**src/rtl/timer_counter_unit_if.sv**
```systemverilog
// Register bus of the timer/counter unit.
//   master : drives the *_input data and *_write_enable strobes, and samples
//            the read-back registers and the interrupt requests
//   slave  : the timer itself (timer_counter_unit)
// WIDTH must match the WIDTH of the timer_counter_unit attached to it.
interface timer_counter_unit_if #(
  parameter int WIDTH = 8
);
  logic [WIDTH-1:0] TCNT_input;
  logic             TCNT_write_enable;
  logic [7:0]       TCCR_input;
  logic             TCCR_write_enable;
  logic [WIDTH-1:0] OCR_input;
  logic             OCR_write_enable;
  logic [7:0]       TIMSK_input;
  logic             TIMSK_write_enable;
  logic [7:0]       TIFR_input;
  logic             TIFR_write_enable;

  logic [WIDTH-1:0] TCNT_output;
  logic [7:0]       TCCR_output;
  logic [WIDTH-1:0] OCR_output;
  logic [7:0]       TIMSK_output;
  logic [7:0]       TIFR_output;
  logic             irq_overflow;
  logic             irq_compare;

  modport master (
    output TCNT_input, TCNT_write_enable, TCCR_input, TCCR_write_enable,
           OCR_input, OCR_write_enable, TIMSK_input, TIMSK_write_enable,
           TIFR_input, TIFR_write_enable,
    input  TCNT_output, TCCR_output, OCR_output, TIMSK_output, TIFR_output,
           irq_overflow, irq_compare
  );

  modport slave (
    input  TCNT_input, TCNT_write_enable, TCCR_input, TCCR_write_enable,
           OCR_input, OCR_write_enable, TIMSK_input, TIMSK_write_enable,
           TIFR_input, TIFR_write_enable,
    output TCNT_output, TCCR_output, OCR_output, TIMSK_output, TIFR_output,
           irq_overflow, irq_compare
  );
endinterface

```
**src/rtl/timer_counter_unit.sv**
```systemverilog
// Timer/counter with prescaler, overflow and output-compare flags, and CTC mode.
// Ports:
//   sysClock     : system clock, all state on the rising edge
//   system_reset : asynchronous active-low reset
//   bus          : register bus (timer_counter_unit_if.slave)
//                  TCNT  counter        TCCR  [2:0] CS, [3] CTC, [7:4] stored
//                  OCR   compare value  TIMSK [0] TOIE, [1] OCIE
//                  TIFR  [0] TOV, [1] OCF, write-1-to-clear
//                  irq_overflow = TOV & TOIE, irq_compare = OCF & OCIE
module timer_counter_unit #(
  parameter int WIDTH         = 8,
  parameter int PRESCALE_BITS = 10
) (
  input  logic                 sysClock,
  input  logic                 system_reset,
  timer_counter_unit_if.slave  bus
);

  logic [PRESCALE_BITS-1:0] presc_q, presc_d, presc_mask;
  logic [WIDTH-1:0]         tcnt_q, tcnt_d, ocr_q, ocr_d;
  logic [7:0]               tccr_q, tccr_d, timsk_q, timsk_d;
  logic                     tov_q, tov_d, ocf_q, ocf_d;
  logic                     running, tick, match, at_max, tov_set, ocf_set;
  logic [2:0]               cs;
  logic                     ctc;

  assign cs  = tccr_q[2:0];
  assign ctc = tccr_q[3];

  // Terminal prescaler count for the selected divisor (N-1).
  always_comb begin
    running    = 1'b1;
    presc_mask = '0;
    case (cs)
      3'd1:    presc_mask = '0;
      3'd2:    presc_mask = PRESCALE_BITS'(7);
      3'd3:    presc_mask = PRESCALE_BITS'(63);
      3'd4:    presc_mask = PRESCALE_BITS'(255);
      3'd5:    presc_mask = PRESCALE_BITS'(1023);
      default: running    = 1'b0;
    endcase
  end

  // Prescaler is 0 right after a TCCR write, so the tick fires when it
  // reaches N-1: the first tick lands exactly N edges after the write.
  assign tick = running && (presc_q == presc_mask);

  always_comb begin
    presc_d = presc_q + 1'b1;
    if (!running || bus.TCCR_write_enable || tick) presc_d = '0;
  end

  assign match  = (tcnt_q == ocr_q);
  assign at_max = (tcnt_q == '1);

  // A software TCNT load swallows the tick of that cycle, flags included.
  assign tov_set = tick && !bus.TCNT_write_enable && at_max;
  assign ocf_set = tick && !bus.TCNT_write_enable && match;

  always_comb begin
    tcnt_d = tcnt_q;
    if (bus.TCNT_write_enable)  tcnt_d = bus.TCNT_input;
    else if (tick && ctc && match) tcnt_d = '0;
    else if (tick)             tcnt_d = tcnt_q + 1'b1;
  end

  assign ocr_d   = bus.OCR_write_enable   ? bus.OCR_input   : ocr_q;
  assign tccr_d  = bus.TCCR_write_enable  ? bus.TCCR_input  : tccr_q;
  assign timsk_d = bus.TIMSK_write_enable ? bus.TIMSK_input : timsk_q;

  // Hardware set wins over a same-cycle software clear.
  assign tov_d = tov_set | (tov_q & ~(bus.TIFR_write_enable & bus.TIFR_input[0]));
  assign ocf_d = ocf_set | (ocf_q & ~(bus.TIFR_write_enable & bus.TIFR_input[1]));

  always_ff @(posedge sysClock or negedge system_reset) begin
    if (!system_reset) begin
      presc_q <= '0;
      tcnt_q  <= '0;
      ocr_q   <= '0;
      tccr_q  <= '0;
      timsk_q <= '0;
      tov_q   <= 1'b0;
      ocf_q   <= 1'b0;
    end else begin
      presc_q <= presc_d;
      tcnt_q  <= tcnt_d;
      ocr_q   <= ocr_d;
      tccr_q  <= tccr_d;
      timsk_q <= timsk_d;
      tov_q   <= tov_d;
      ocf_q   <= ocf_d;
    end
  end

  assign bus.TCNT_output  = tcnt_q;
  assign bus.TCCR_output  = tccr_q;
  assign bus.OCR_output   = ocr_q;
  assign bus.TIMSK_output = timsk_q;
  assign bus.TIFR_output  = {6'b0, ocf_q, tov_q};
  assign bus.irq_overflow = tov_q & timsk_q[0];
  assign bus.irq_compare  = ocf_q & timsk_q[1];

endmodule

```
**src/flat_wrapper.sv**
```systemverilog
// flat-port wrapper written by rule: the top's interface ports become plain ports
module timer_counter_unit_flat 
#(
  parameter int WIDTH         = 8,
  parameter int PRESCALE_BITS = 10
)
  (sysClock, system_reset, bus_TCNT_input, bus_TCNT_write_enable, bus_TCCR_input, bus_TCCR_write_enable, bus_OCR_input, bus_OCR_write_enable, bus_TIMSK_input, bus_TIMSK_write_enable, bus_TIFR_input, bus_TIFR_write_enable, bus_TCNT_output, bus_TCCR_output, bus_OCR_output, bus_TIMSK_output, bus_TIFR_output, bus_irq_overflow, bus_irq_compare);
  timer_counter_unit_if #(.WIDTH(WIDTH)) bus_i ();
  input  logic sysClock;
  input  logic system_reset;
  input wire logic [$bits(bus_i.TCNT_input)-1:0] bus_TCNT_input;
  input wire logic [$bits(bus_i.TCNT_write_enable)-1:0] bus_TCNT_write_enable;
  input wire logic [$bits(bus_i.TCCR_input)-1:0] bus_TCCR_input;
  input wire logic [$bits(bus_i.TCCR_write_enable)-1:0] bus_TCCR_write_enable;
  input wire logic [$bits(bus_i.OCR_input)-1:0] bus_OCR_input;
  input wire logic [$bits(bus_i.OCR_write_enable)-1:0] bus_OCR_write_enable;
  input wire logic [$bits(bus_i.TIMSK_input)-1:0] bus_TIMSK_input;
  input wire logic [$bits(bus_i.TIMSK_write_enable)-1:0] bus_TIMSK_write_enable;
  input wire logic [$bits(bus_i.TIFR_input)-1:0] bus_TIFR_input;
  input wire logic [$bits(bus_i.TIFR_write_enable)-1:0] bus_TIFR_write_enable;
  output wire logic [$bits(bus_i.TCNT_output)-1:0] bus_TCNT_output;
  output wire logic [$bits(bus_i.TCCR_output)-1:0] bus_TCCR_output;
  output wire logic [$bits(bus_i.OCR_output)-1:0] bus_OCR_output;
  output wire logic [$bits(bus_i.TIMSK_output)-1:0] bus_TIMSK_output;
  output wire logic [$bits(bus_i.TIFR_output)-1:0] bus_TIFR_output;
  output wire logic [$bits(bus_i.irq_overflow)-1:0] bus_irq_overflow;
  output wire logic [$bits(bus_i.irq_compare)-1:0] bus_irq_compare;
  assign bus_i.TCNT_input = bus_TCNT_input;
  assign bus_i.TCNT_write_enable = bus_TCNT_write_enable;
  assign bus_i.TCCR_input = bus_TCCR_input;
  assign bus_i.TCCR_write_enable = bus_TCCR_write_enable;
  assign bus_i.OCR_input = bus_OCR_input;
  assign bus_i.OCR_write_enable = bus_OCR_write_enable;
  assign bus_i.TIMSK_input = bus_TIMSK_input;
  assign bus_i.TIMSK_write_enable = bus_TIMSK_write_enable;
  assign bus_i.TIFR_input = bus_TIFR_input;
  assign bus_i.TIFR_write_enable = bus_TIFR_write_enable;
  assign bus_TCNT_output = bus_i.TCNT_output;
  assign bus_TCCR_output = bus_i.TCCR_output;
  assign bus_OCR_output = bus_i.OCR_output;
  assign bus_TIMSK_output = bus_i.TIMSK_output;
  assign bus_TIFR_output = bus_i.TIFR_output;
  assign bus_irq_overflow = bus_i.irq_overflow;
  assign bus_irq_compare = bus_i.irq_compare;
  timer_counter_unit #(.WIDTH(WIDTH), .PRESCALE_BITS(PRESCALE_BITS)) u_core (.sysClock(sysClock), .system_reset(system_reset), .bus(bus_i));
endmodule
```
**config.mk**
```make
export PLATFORM = sky130hd
export DESIGN_NAME = timer_counter_unit_flat
export DESIGN_NICKNAME = d
export VERILOG_FILES = /design/src/rtl/timer_counter_unit_if.sv /design/src/rtl/timer_counter_unit.sv /design/src/flat_wrapper.sv
export SDC_FILE = /design/constraint.sdc
export NUM_CORES = 1
export LEC_CHECK = 0
export ABC_AREA = 1
export CELL_PAD_IN_SITES_DETAIL_PLACEMENT = 0
export CELL_PAD_IN_SITES_GLOBAL_PLACEMENT = 1
export CORE_ASPECT_RATIO = 0.7
export CORE_MARGIN = 2
export CORE_UTILIZATION = 29
export DETAILED_ROUTE_END_ITERATION = 8
export GPL_ROUTABILITY_DRIVEN = 1
export PLACE_DENSITY_LB_ADDON = 0.1
export SLEW_MARGIN = 5
export SYNTH_ARGS = -nofsm -noshare
export SYNTH_HDL_FRONTEND = slang
export SYNTH_SLANG_ARGS = --single-unit
```
**constraint.sdc**
```tcl
create_clock -name sysClock -period 1.7 [get_ports sysClock]
set_input_delay 0.17 -clock sysClock [delete_from_list [all_inputs] [get_ports sysClock]]
set_output_delay 0.17 -clock sysClock [all_outputs]
set_load 0.05 [all_outputs]
```
==> results.py, run 1 <==
metrics = {
    "power": {
        "leakagePower_nw": 1.70,
        "p_clk_frac": 0.275,
        "p_sw_frac": 0.359,
        "max-vdd-ir-drop_mv": 0.438,
        "p_sw_mw": 1.18,
        "internal_power_mw": 2.11,
        "powerDensity_nw_per_um2": 934,
        "comb_power_share": 0.348,
        "power_mw": 3.29,
        "pwr-share-seq": 0.377,
    },
    "finish": {
        "multi_input_area_sq_um": 1140,
        "utilization": 0.441,
        "register_area_sq_um": 1100,
        "nets": 443,
        "fin_cells": 494,
        "syn_to_final_growth_pct": 45.1,
        "nFillCells": 848,
        "layout_common_cells": "nand2_1 (93), clkdlybuf4s50_1 (52), dfrtp_1 (42)",
        "final_common_cell": "nand2_1",
        "final_layout_size_suffix_gt1_frac": 0.209,
        "n_antenna_cell": 0,
        "final_area_sq_um": 3530,
    },
    "timing": {
        "grt_setup_unrepaired": "yes",
        "fin_skew_ns": 0.00464,
        "hold_violations": 0,
        "slew_headroom": 0.659,
        "worst_slew_pin_slew_ns": 0.510,
        "finalSetupViolations": 0,
        "fin_crit_ns": 1.68,
        "max_freq_ghz": 0.594,
        "drv_slew": 0,
        "whs_ns": 0.372,
        "setup_slack_ns": 0.0168,
        "setup_tns_ns": 0,
        "timing.final.crit_share": 0.990,
    },
    "clock_tree": {
        "clock_latency_ns": 0.28,
        "cts_buffers": 5,
        "path_clk_slew_ns": 0.06,
        "cts_max_path_buffers": 2,
        "clockRootBuffer": "clkbuf_16",
        "clock-sinks": 44,
        "cts.htree.levels": 2,
        "cts_tree": "built",
    },
    "yosys": {
        "avgSynthCellArea_sq_um": 8.02,
        "synth_top_area_cell": "dfrtp_1",
        "synth.area.top_cells": "dfrtp_1 (45%), nand2_1 (15%), inv_1 (5.1%)",
        "synth-edff-count": 0,
        "syn-instance-count": 303,
        "syn_area_sq_um": 2430,
        "synth_top_area_share": 0.453,
        "seq_area_frac_synth": 0.453,
        "synth_cell_types": 27,
        "ys_async_sr_fraction": 1.00,
        "ys_warn_count": 0,
        "ys.flop_type": "dfrtp_1",
        "synth_seq_cells": 44,
    },
    "flow_run": {
        "cap_viol_max_count": 0,
    },
    "critical_path": {
        "crit_family": "simple AND/OR/NAND/NOR gates",
        "cp.arrival_ns": 1.90,
        "crit_slowest_cell": "dfrtp_2",
        "critical_path_class": "reg -> reg",
        "rr_startpoint": "u_core.bus.TCCR_output[1]$_DFFE_PN0P_",
        "critPathCaptureType": "register",
        "crit_path_max_fanout": 6,
        "cp.depth": 11,
        "r2r-end": "u_core.ocf_q$_DFF_PN0_",
        "regToRegSetupSlack_ns": 0.02,
        "cp_cell_sequence": "inv_2 > ha_4 > inv_2 > nand2_2 > nand2_2 > nand3_2 > nor2_4 > nand3_4 > clkinv_4 > nand4_1 > nand2_1",
        "start_kind": "register",
        "crit_path_max_incr_delay_ns": 0.42,
        "ff2ff_path_depth": 11,
        "cp_num_buf_inv": 3,
        "required_ns": 1.91,
    },
    "worst_hold_path": {
        "hold_path_class": "in -> async",
    },
    "routing": {
        "drt-vias-per-instance": 4.35,
        "detail-route-antenna-nets": 0,
        "num_vias": 2151,
        "drt_iter0_markers": 69,
        "drc": 0,
        "drt_pre_antenna_iters": 4,
        "wl_per_cell_microns": 12.8,
        "totalWireLength_mm": 6.32,
    },
    "outcome": {
        "status": "completed",
    },
    "grt": {
        "antenna_found_initial": 0,
        "grt_pass1_vias": 1956,
        "grt_pass1_wl_mm": 9.78,
        "grt_max_degree": 28,
        "grt_usage": 0.137,
        "overflow": 0,
    },
    "placement": {
        "io_buffer_count": 76,
        "post-place-ws_ns": 0.0122,
        "dpl_cell_area_sq_um": 3290,
        "dp_cells": 482,
        "dp_hpwl_mm": 4.74,
        "gp_congestion": 0.774,
    },
    "floorplanning": {
        "fp.dieW_microns": 113,
        "num_io_pins": 89,
        "die-area_sq_um": 9140,
        "fp.dieH_microns": 80.6,
        "core-area_sq_um": 8010,
        "rows": 27,
        "floorplan.initialDensity": 0.304,
    },
}
## final cells by class
| cell class | instances | area share |
|---|---|---|
| Timing Repair inverter | 1 | 0.00142 |
| Tap cell | 101 | 0.0358 |
| Sequential cell | 44 | 0.313 |
| Timing Repair Buffer | 90 | 0.239 |
| Clock buffer | 6 | 0.0365 |
| Clock inverter | 1 | 0.00142 |
| Multi-Input combinational cell | 206 | 0.324 |
| Inverter | 45 | 0.0493 |
## synthesized netlist by cell type (3+ instances only)
library cell and count:
buf_4 8, nor2_1 14, nor3_2 4, xor2_1 7, xnor2_1 4, inv_1 33, dfrtp_1 44, nand4_1 15
clkinv_1 9, nand2_1 98, o21ai_0 12, clkbuf_1 3, nand3_1 20, mux2_2 10, nor2_2 3, ha_1 3
## sequential cells by signal, indices dropped and copies added, names as in the netlist
register and flops:
u_core.presc_q 10, u_core.bus.OCR_output 8, u_core.bus.TCNT_output 8, u_core.tov_q 1, u_core.bus.TIMSK_output 8, u_core.bus.TCCR_output 8, u_core.ocf_q 1
## repair_timing
item                                    in CTS  in global routing
gates resized for setup                      1                 10
hold buffers                                 1                  0
endpoints found under the setup margin       1                 19
buffers inserted                             0                  2
endpoints found under the hold margin       17                  0
pin swaps                                    0                  2
cloned                                       0                  2
## worst register-to-register path, delay by kind of cell, from the launching register on
family / cells / cell delay, ns
and+or+nand+nor: 7 / 0.74
DFF: 1 / 0.42
buffers and inverters: 3 / 0.24
adders and majority gates: 1 / 0.22
## per-layer routing
metal / global-route usage / share of wire
met1: 0.207 / 0.55
met4: 0.0293 / 0.0044
met3: 0.0491 / 0.078
met2: 0.184 / 0.37
met5: 0 / 0
## cell families (layout without fill, tap and decap cells)
logic type      Yosys count  after routing  synth area share
xor+xnor                 11             11            0.0396
mux                      10             10            0.0463
flops                    44             44             0.453
other cells               1              6           0.00154
fa+ha+maj                 3              3            0.0154
buf+inv                  59            143             0.111
compound gates           15             15            0.0309
simple gates            160            161             0.303
## how the worst max path moves through the flow
stage | end | from | slack [ns]
floorplan | u_core.bus.TCNT_output[4]$_DFFE_PN0P_ | u_core.bus.TCCR_output[1]$_DFFE_PN0P_ | -0.008
global placement | u_core.ocf_q$_DFF_PN0_ | u_core.bus.TCCR_output[1]$_DFFE_PN0P_ | 0.04
detailed placement | u_core.ocf_q$_DFF_PN0_ | u_core.bus.TCCR_output[1]$_DFFE_PN0P_ | 0.01
CTS | u_core.ocf_q$_DFF_PN0_ | u_core.bus.TCCR_output[1]$_DFFE_PN0P_ | 0.003
global route | u_core.ocf_q$_DFF_PN0_ | u_core.bus.TCCR_output[1]$_DFFE_PN0P_ | -0.11
finish | u_core.ocf_q$_DFF_PN0_ | u_core.bus.TCCR_output[1]$_DFFE_PN0P_ | 0.02
## power groups by stage
stage	Clock (mW)	Sequential (mW)	Combinational, mW
final	0.907	1.24	1.15
after global routing	0.981	1.26	1.24
after CTS	0.940	1.24	1.08
after detailed placement	0	1.26	1.07
after global placement	0	1.26	1.07
after floorplan	0	1.54	0.392
(Power assumes the default switching activity.)
==> run 2: changes to the inputs <==
- SETUP_SLACK_MARGIN: unset -> 0.2
==> run 2 against run 1 <==
  * Worst setup slack improved by 0.0016 ns
  * Design area grew 2.9%
  * Clock-buffer cell count stayed put
  * Via count increased by 2.3%
  * Sequential cell count did not move
  * Global-route usage up 1.6 points
  * Register-to-register slack is essentially flat
  * Largest cell class unchanged
  * Highest routed layer unchanged
==> results.py, run 2 (same netlist as run 1, synthesis figures left out) <==
metrics = {
    "clock_tree": {
        "clock-sinks": 44,
        "cts.htree.levels": 2,
        "clockRootBuffer": "clkbuf_16",
        "path_clk_slew_ns": 0.06,
        "cts_tree": "built",
        "cts_buffers": 5,
        "cts_max_path_buffers": 2,
        "clock_latency_ns": 0.28,
    },
    "floorplanning": {
        "floorplan.initialDensity": 0.304,
        "fp.dieH_microns": 80.6,
        "die-area_sq_um": 9140,
        "fp.dieW_microns": 113,
        "rows": 27,
        "core-area_sq_um": 8010,
        "num_io_pins": 89,
    },
    "grt": {
        "grt_usage": 0.153,
        "antenna_found_initial": 0,
        "grt_max_degree": 26,
        "grt_pass1_wl_mm": 10.8,
        "overflow": 0,
        "grt_pass1_vias": 2147,
    },
    "worst_hold_path": {
        "hold_path_class": "in -> async",
    },
    "finish": {
        "nFillCells": 829,
        "largest_register": "u_core.presc_q",
        "nets": 451,
        "layout_common_cells": "nand2_1 (93), buf_4 (42), clkdlybuf4s50_1 (39)",
        "n_antenna_cell": 0,
        "register_area_sq_um": 1110,
        "syn_to_final_growth_pct": 49.3,
        "final_common_cell": "nand2_1",
        "multi_input_area_sq_um": 1180,
        "final_area_sq_um": 3630,
        "largest_reg_flops": 10,
        "final_layout_size_suffix_gt1_frac": 0.254,
    },
    "placement": {
        "io_buffer_count": 76,
        "gp_congestion": 0.808,
        "dp_hpwl_mm": 4.94,
        "dpl_cell_area_sq_um": 3310,
    },
    "routing": {
        "drt_iter0_markers": 76,
        "detail-route-antenna-nets": 0,
        "drt_pre_antenna_iters": 4,
        "drt-vias-per-instance": 4.37,
        "totalWireLength_mm": 6.67,
        "num_vias": 2200,
        "drc": 0,
        "wl_per_cell_microns": 13.3,
    },
    "timing": {
        "max_freq_ghz": 0.595,
        "fin_crit_ns": 1.68,
        "hold_violations": 0,
        "fin_skew_ns": 0.00415,
        "grt_setup_unrepaired": "yes",
        "timing.final.crit_share": 0.989,
        "finalSetupViolations": 0,
        "drv_slew": 0,
    },
    "flow_run": {
        "cap_viol_max_count": 0,
    },
    "critical_path": {
        "start_kind": "register",
        "rr_startpoint": "u_core.bus.TCCR_output[2]$_DFFE_PN0P_",
        "ff2ff_path_depth": 9,
        "required_ns": 1.92,
        "crit_path_max_fanout": 7,
        "regToRegSetupSlack_ns": 0.02,
        "critical_path_class": "reg -> reg",
        "critPathCaptureType": "register",
        "r2r-end": "u_core.ocf_q$_DFF_PN0_",
        "cp.arrival_ns": 1.90,
    },
    "power": {
        "powerDensity_nw_per_um2": 981,
        "power_mw": 3.56,
        "max-vdd-ir-drop_mv": 0.569,
        "leakagePower_nw": 1.77,
    },
    "outcome": {
        "status": "completed",
    },
}
run 2: changes by cell type in the layout (fill, tap and decap cells not counted), moves of 2 or more:
cell             change
dfrtp_1              -4
dfrtp_2              +4
dlygate4sd2_1       +13
buf_4                +9
nor2_1               -6
clkdlybuf4s50_1     -13
buf_12               -2
nor2_2               +5
run 2: worst max-delay path by stage:
stage | from | slack, ns | endpoint | cells past startpoint
after floorplan | u_core.bus.TCCR_output[1]$_DFFE_PN0P_ | -0.006 | u_core.presc_q[5]$_DFF_PN0_ | 10
after global placement | u_core.bus.TCCR_output[2]$_DFFE_PN0P_ | 0.006 | u_core.ocf_q$_DFF_PN0_ | 9
after detailed placement | u_core.bus.TCCR_output[2]$_DFFE_PN0P_ | -0.0008 | u_core.ocf_q$_DFF_PN0_ | 9
after CTS | u_core.bus.TCCR_output[2]$_DFFE_PN0P_ | -0.005 | u_core.ocf_q$_DFF_PN0_ | 9
after global routing | u_core.bus.TCCR_output[2]$_DFFE_PN0P_ | -0.07 | u_core.ocf_q$_DFF_PN0_ | 10
final | u_core.bus.TCCR_output[2]$_DFFE_PN0P_ | 0.02 | u_core.ocf_q$_DFF_PN0_ | 9
run 2: through the flow:
stage / setup TNS (ns) / hold WS, ns / util / setup slack (ns) / instances
after detailed placement: -0.000811 / 0.165 / 0.413 / -0.000811 / 483
after floorplan: -0.0150 / -0.126 / - / -0.00561 / 308
after global placement: 0 / 0.168 / 0.413 / 0.00611 / 483
after global routing: -0.605 / 0.436 / 0.453 / -0.0714 / 503
after CTS: -0.0108 / 0.404 / 0.449 / -0.00549 / 502
final: 0 / 0.389 / 0.453 / 0.0184 / 503
run 2: what timing repair did:
action | in CTS | in global routing
pin swaps | 11 | 10
setup endpoints to repair | 32 | 20
hold buffers | 1 | 0
setup buffers | 7 | 1
resized for setup | 23 | 9
cloned | 3 | 0
hold endpoints to repair | 19 | 0
run 2: layout make-up:
| type | count | area share |
|---|---|---|
| multi-input cells | 207 | 0.326 |
| flip-flops and latches | 44 | 0.305 |
| repair buffers | 97 | 0.235 |
| inverters | 45 | 0.0479 |
| clock buffers | 6 | 0.0383 |
| well taps | 101 | 0.0348 |
| clock inverters | 2 | 0.0107 |
| repair inverters | 1 | 0.00138 |
run 2: report_power, final:
group          switching, mW  total [mW]  internal, mW
logic                  0.740        1.18         0.441
registers             0.0991        1.24          1.14
clock network          0.402        1.14         0.736
run 2: worst max-delay path, cell delays in order, from the launching register on:
cell      delay (ns)
dfrtp_2         0.44
ha_4            0.30
nand2_2         0.05
nand2_2         0.07
nand3_2         0.09
nor2_4          0.12
nand3_4         0.19
clkinv_4        0.12
nand4_1         0.15
nand2_1         0.09
run 2: layer usage:
layer / vias up / wire [microns] / track usage
met5: - / 0 / 0
met4: 0 / 30 / 0.0256
met3: 2 / 457 / 0.0475
met2: 78 / 2510 / 0.214
met1: 979 / 3670 / 0.231
li1: 1141 / - / -
==> run 3: changes to the inputs <==
- REMOVE_ABC_BUFFERS: unset -> 1
==> run 3 against run 2 <==
  * Worst setup slack improved by 0.012 ns
  * Design area decreased by 1.3%
  * Global-route usage increased by 0.20 points
  * Via count increased by 0.77%
  * Sequential power about the same
  * First-iteration DRC count increased by 1.3%
  * Core utilization decreased by 0.61 points
  * Fmax increased by 0.72%
  * Clock-buffer cell count unchanged
  * Critical endpoint is now u_core.bus.TCNT_output[2]$_DFFE_PN0P_
  * Clock power decreased by 21%
  * Sequential cell count unchanged
==> results.py, run 3 (same netlist as run 1, synthesis figures left out) <==
metrics = {
    "power": {
        "power_mw": 3.32,
        "powerDensity_nw_per_um2": 926,
        "max-vdd-ir-drop_mv": 0.407,
        "leakagePower_nw": 1.76,
    },
    "routing": {
        "detail-route-antenna-nets": 0,
        "wl_per_cell_microns": 13.5,
        "drt_pre_antenna_iters": 4,
        "totalWireLength_mm": 6.78,
        "drc": 0,
        "num_vias": 2217,
        "drt-vias-per-instance": 4.42,
        "drt_iter0_markers": 77,
    },
    "worst_hold_path": {
        "hold_path_class": "in -> async",
    },
    "placement": {
        "post-place-ws_ns": -0.0804,
        "gp_congestion": 0.789,
        "dp_cells": 484,
        "io_buffer_count": 76,
        "dp_hpwl_mm": 4.87,
        "dpl_cell_area_sq_um": 3290,
    },
    "floorplanning": {
        "core-area_sq_um": 8010,
        "fp.dieW_microns": 113,
        "floorplan.initialDensity": 0.304,
        "die-area_sq_um": 9140,
        "rows": 27,
        "num_io_pins": 89,
        "fp.dieH_microns": 80.6,
    },
    "flow_run": {
        "cap_viol_max_count": 0,
    },
    "timing": {
        "fin_crit_ns": 1.67,
        "fin_skew_ns": 0.00332,
        "finalSetupViolations": 0,
        "drv_slew": 0,
        "setup_slack_ns": 0.0304,
        "max_freq_ghz": 0.599,
        "setup_tns_ns": 0,
        "hold_violations": 0,
        "grt_setup_unrepaired": "yes",
        "timing.final.crit_share": 0.982,
    },
    "critical_path": {
        "cp_cell_sequence": "ha_4 > nand2_2 > nand2_2 > nand3_2 > nor2_4 > nand3_4 > clkinv_2 > nand4_1 > nand2_1",
        "crit_path_max_incr_delay_ns": 0.41,
        "start_kind": "register",
        "crit_path_max_fanout": 7,
        "required_ns": 1.91,
        "critical_path_class": "reg -> reg",
        "cp_common_cell": "nand2_2",
        "critPathCaptureType": "register",
        "crit_slowest_cell": "dfrtp_1",
        "cp.arrival_ns": 1.88,
    },
    "finish": {
        "n_antenna_cell": 0,
        "final_layout_size_suffix_gt1_frac": 0.229,
        "nFillCells": 826,
        "syn_to_final_growth_pct": 47.3,
        "largest_reg_flops": 10,
        "largest_register": "u_core.presc_q",
        "layout_common_cells": "nand2_1 (93), dfrtp_1 (44), buf_4 (40)",
        "fin_cells": 502,
        "final_area_sq_um": 3580,
        "nets": 451,
        "final_common_cell": "nand2_1",
    },
    "clock_tree": {
        "clock-sinks": 44,
        "clockRootBuffer": "clkbuf_16",
        "cts_tree": "built",
        "clock_latency_ns": 0.28,
        "cts_buffers": 5,
        "path_clk_slew_ns": 0.06,
        "cts_max_path_buffers": 2,
        "cts.htree.levels": 2,
    },
    "outcome": {
        "status": "completed",
    },
    "grt": {
        "grt_usage": 0.155,
        "grt_pass1_wl_mm": 11.0,
        "overflow": 0,
        "grt_pass1_vias": 2150,
        "grt_max_degree": 27,
        "antenna_found_initial": 0,
    },
}
run 3: worst max-delay path, delay by kind of cell (launching register included):
kind / cells / cell delay (ns)
adders and majority gates: 1 / 0.30
buffers and inverters: 1 / 0.15
DFF: 1 / 0.41
and+or+nand+nor: 7 / 0.74
run 3: area by class of cell:
cell class	instances	area, sq um	area share
Timing Repair inverter	1	5.00	0.00140
Sequential cell	44	1100	0.307
Clock buffer	6	129	0.0360
Inverter	45	174	0.0486
Tap cell	101	126	0.0353
Clock inverter	1	5.00	0.00140
Timing Repair Buffer	97	857	0.239
Multi-Input combinational cell	207	1180	0.331
run 3: what timing repair did:
action / 4_1_cts / 5_1_grt
hold buffers: 1 / 0
gates resized for setup: 29 / 7
pin swaps: 12 / 8
setup buffers: 6 / 1
gates cloned: 3 / 0
setup endpoints to repair: 35 / 20
endpoints found under the hold margin: 18 / 0
run 3: stage by stage:
stage | util | hold slack [ns]
after floorplan | - | -0.126
after global placement | 0.411 | 0.156
after detailed placement | 0.411 | 0.161
after CTS | 0.444 | 0.398
after global routing | 0.447 | 0.441
final | 0.447 | 0.385
run 3: final timing paths:
| check | from | endpoint | slack (ns) | depth (start not counted) |
|---|---|---|---|---|
| setup / recovery | u_core.bus.TCCR_output[2]$_DFFE_PN0P_ | u_core.bus.TCNT_output[2]$_DFFE_PN0P_ | 0.03 | 9 |
| hold / removal | system_reset | u_core.presc_q[9]$_DFF_PN0_ | 0.38 | 2 |
| setup reg to reg | u_core.bus.TCCR_output[2]$_DFFE_PN0P_ | u_core.bus.TCNT_output[2]$_DFFE_PN0P_ | 0.03 | 9 |
| hold reg to reg | u_core.bus.TCCR_output[6]$_DFFE_PN0P_ | u_core.bus.TCCR_output[6]$_DFFE_PN0P_ | 0.47 | 2 |
| max in group asynchronous | system_reset | u_core.bus.TCNT_output[2]$_DFFE_PN0P_ | 0.81 | 3 |
| min in group sysClock | bus_TCCR_input[3] | u_core.bus.TCCR_output[3]$_DFFE_PN0P_ | 0.43 | 3 |
run 3: power by group:
group	leakage (nW)	switching [mW]	total, mW	internal [mW]
sequential	0.551	0.0948	1.23	1.14
clock	0.0667	0.366	0.899	0.534
combinational	1.14	0.749	1.18	0.435
total	1.76	1.21	3.32	2.11
run 3: layer usage:
metal  GRT usage  vias up  wire, microns
met3      0.0483        2            517
li1            -     1139              -
met5           0        -              0
met4      0.0329        0             38
met2       0.211       68           2590
met1       0.236     1008           3640
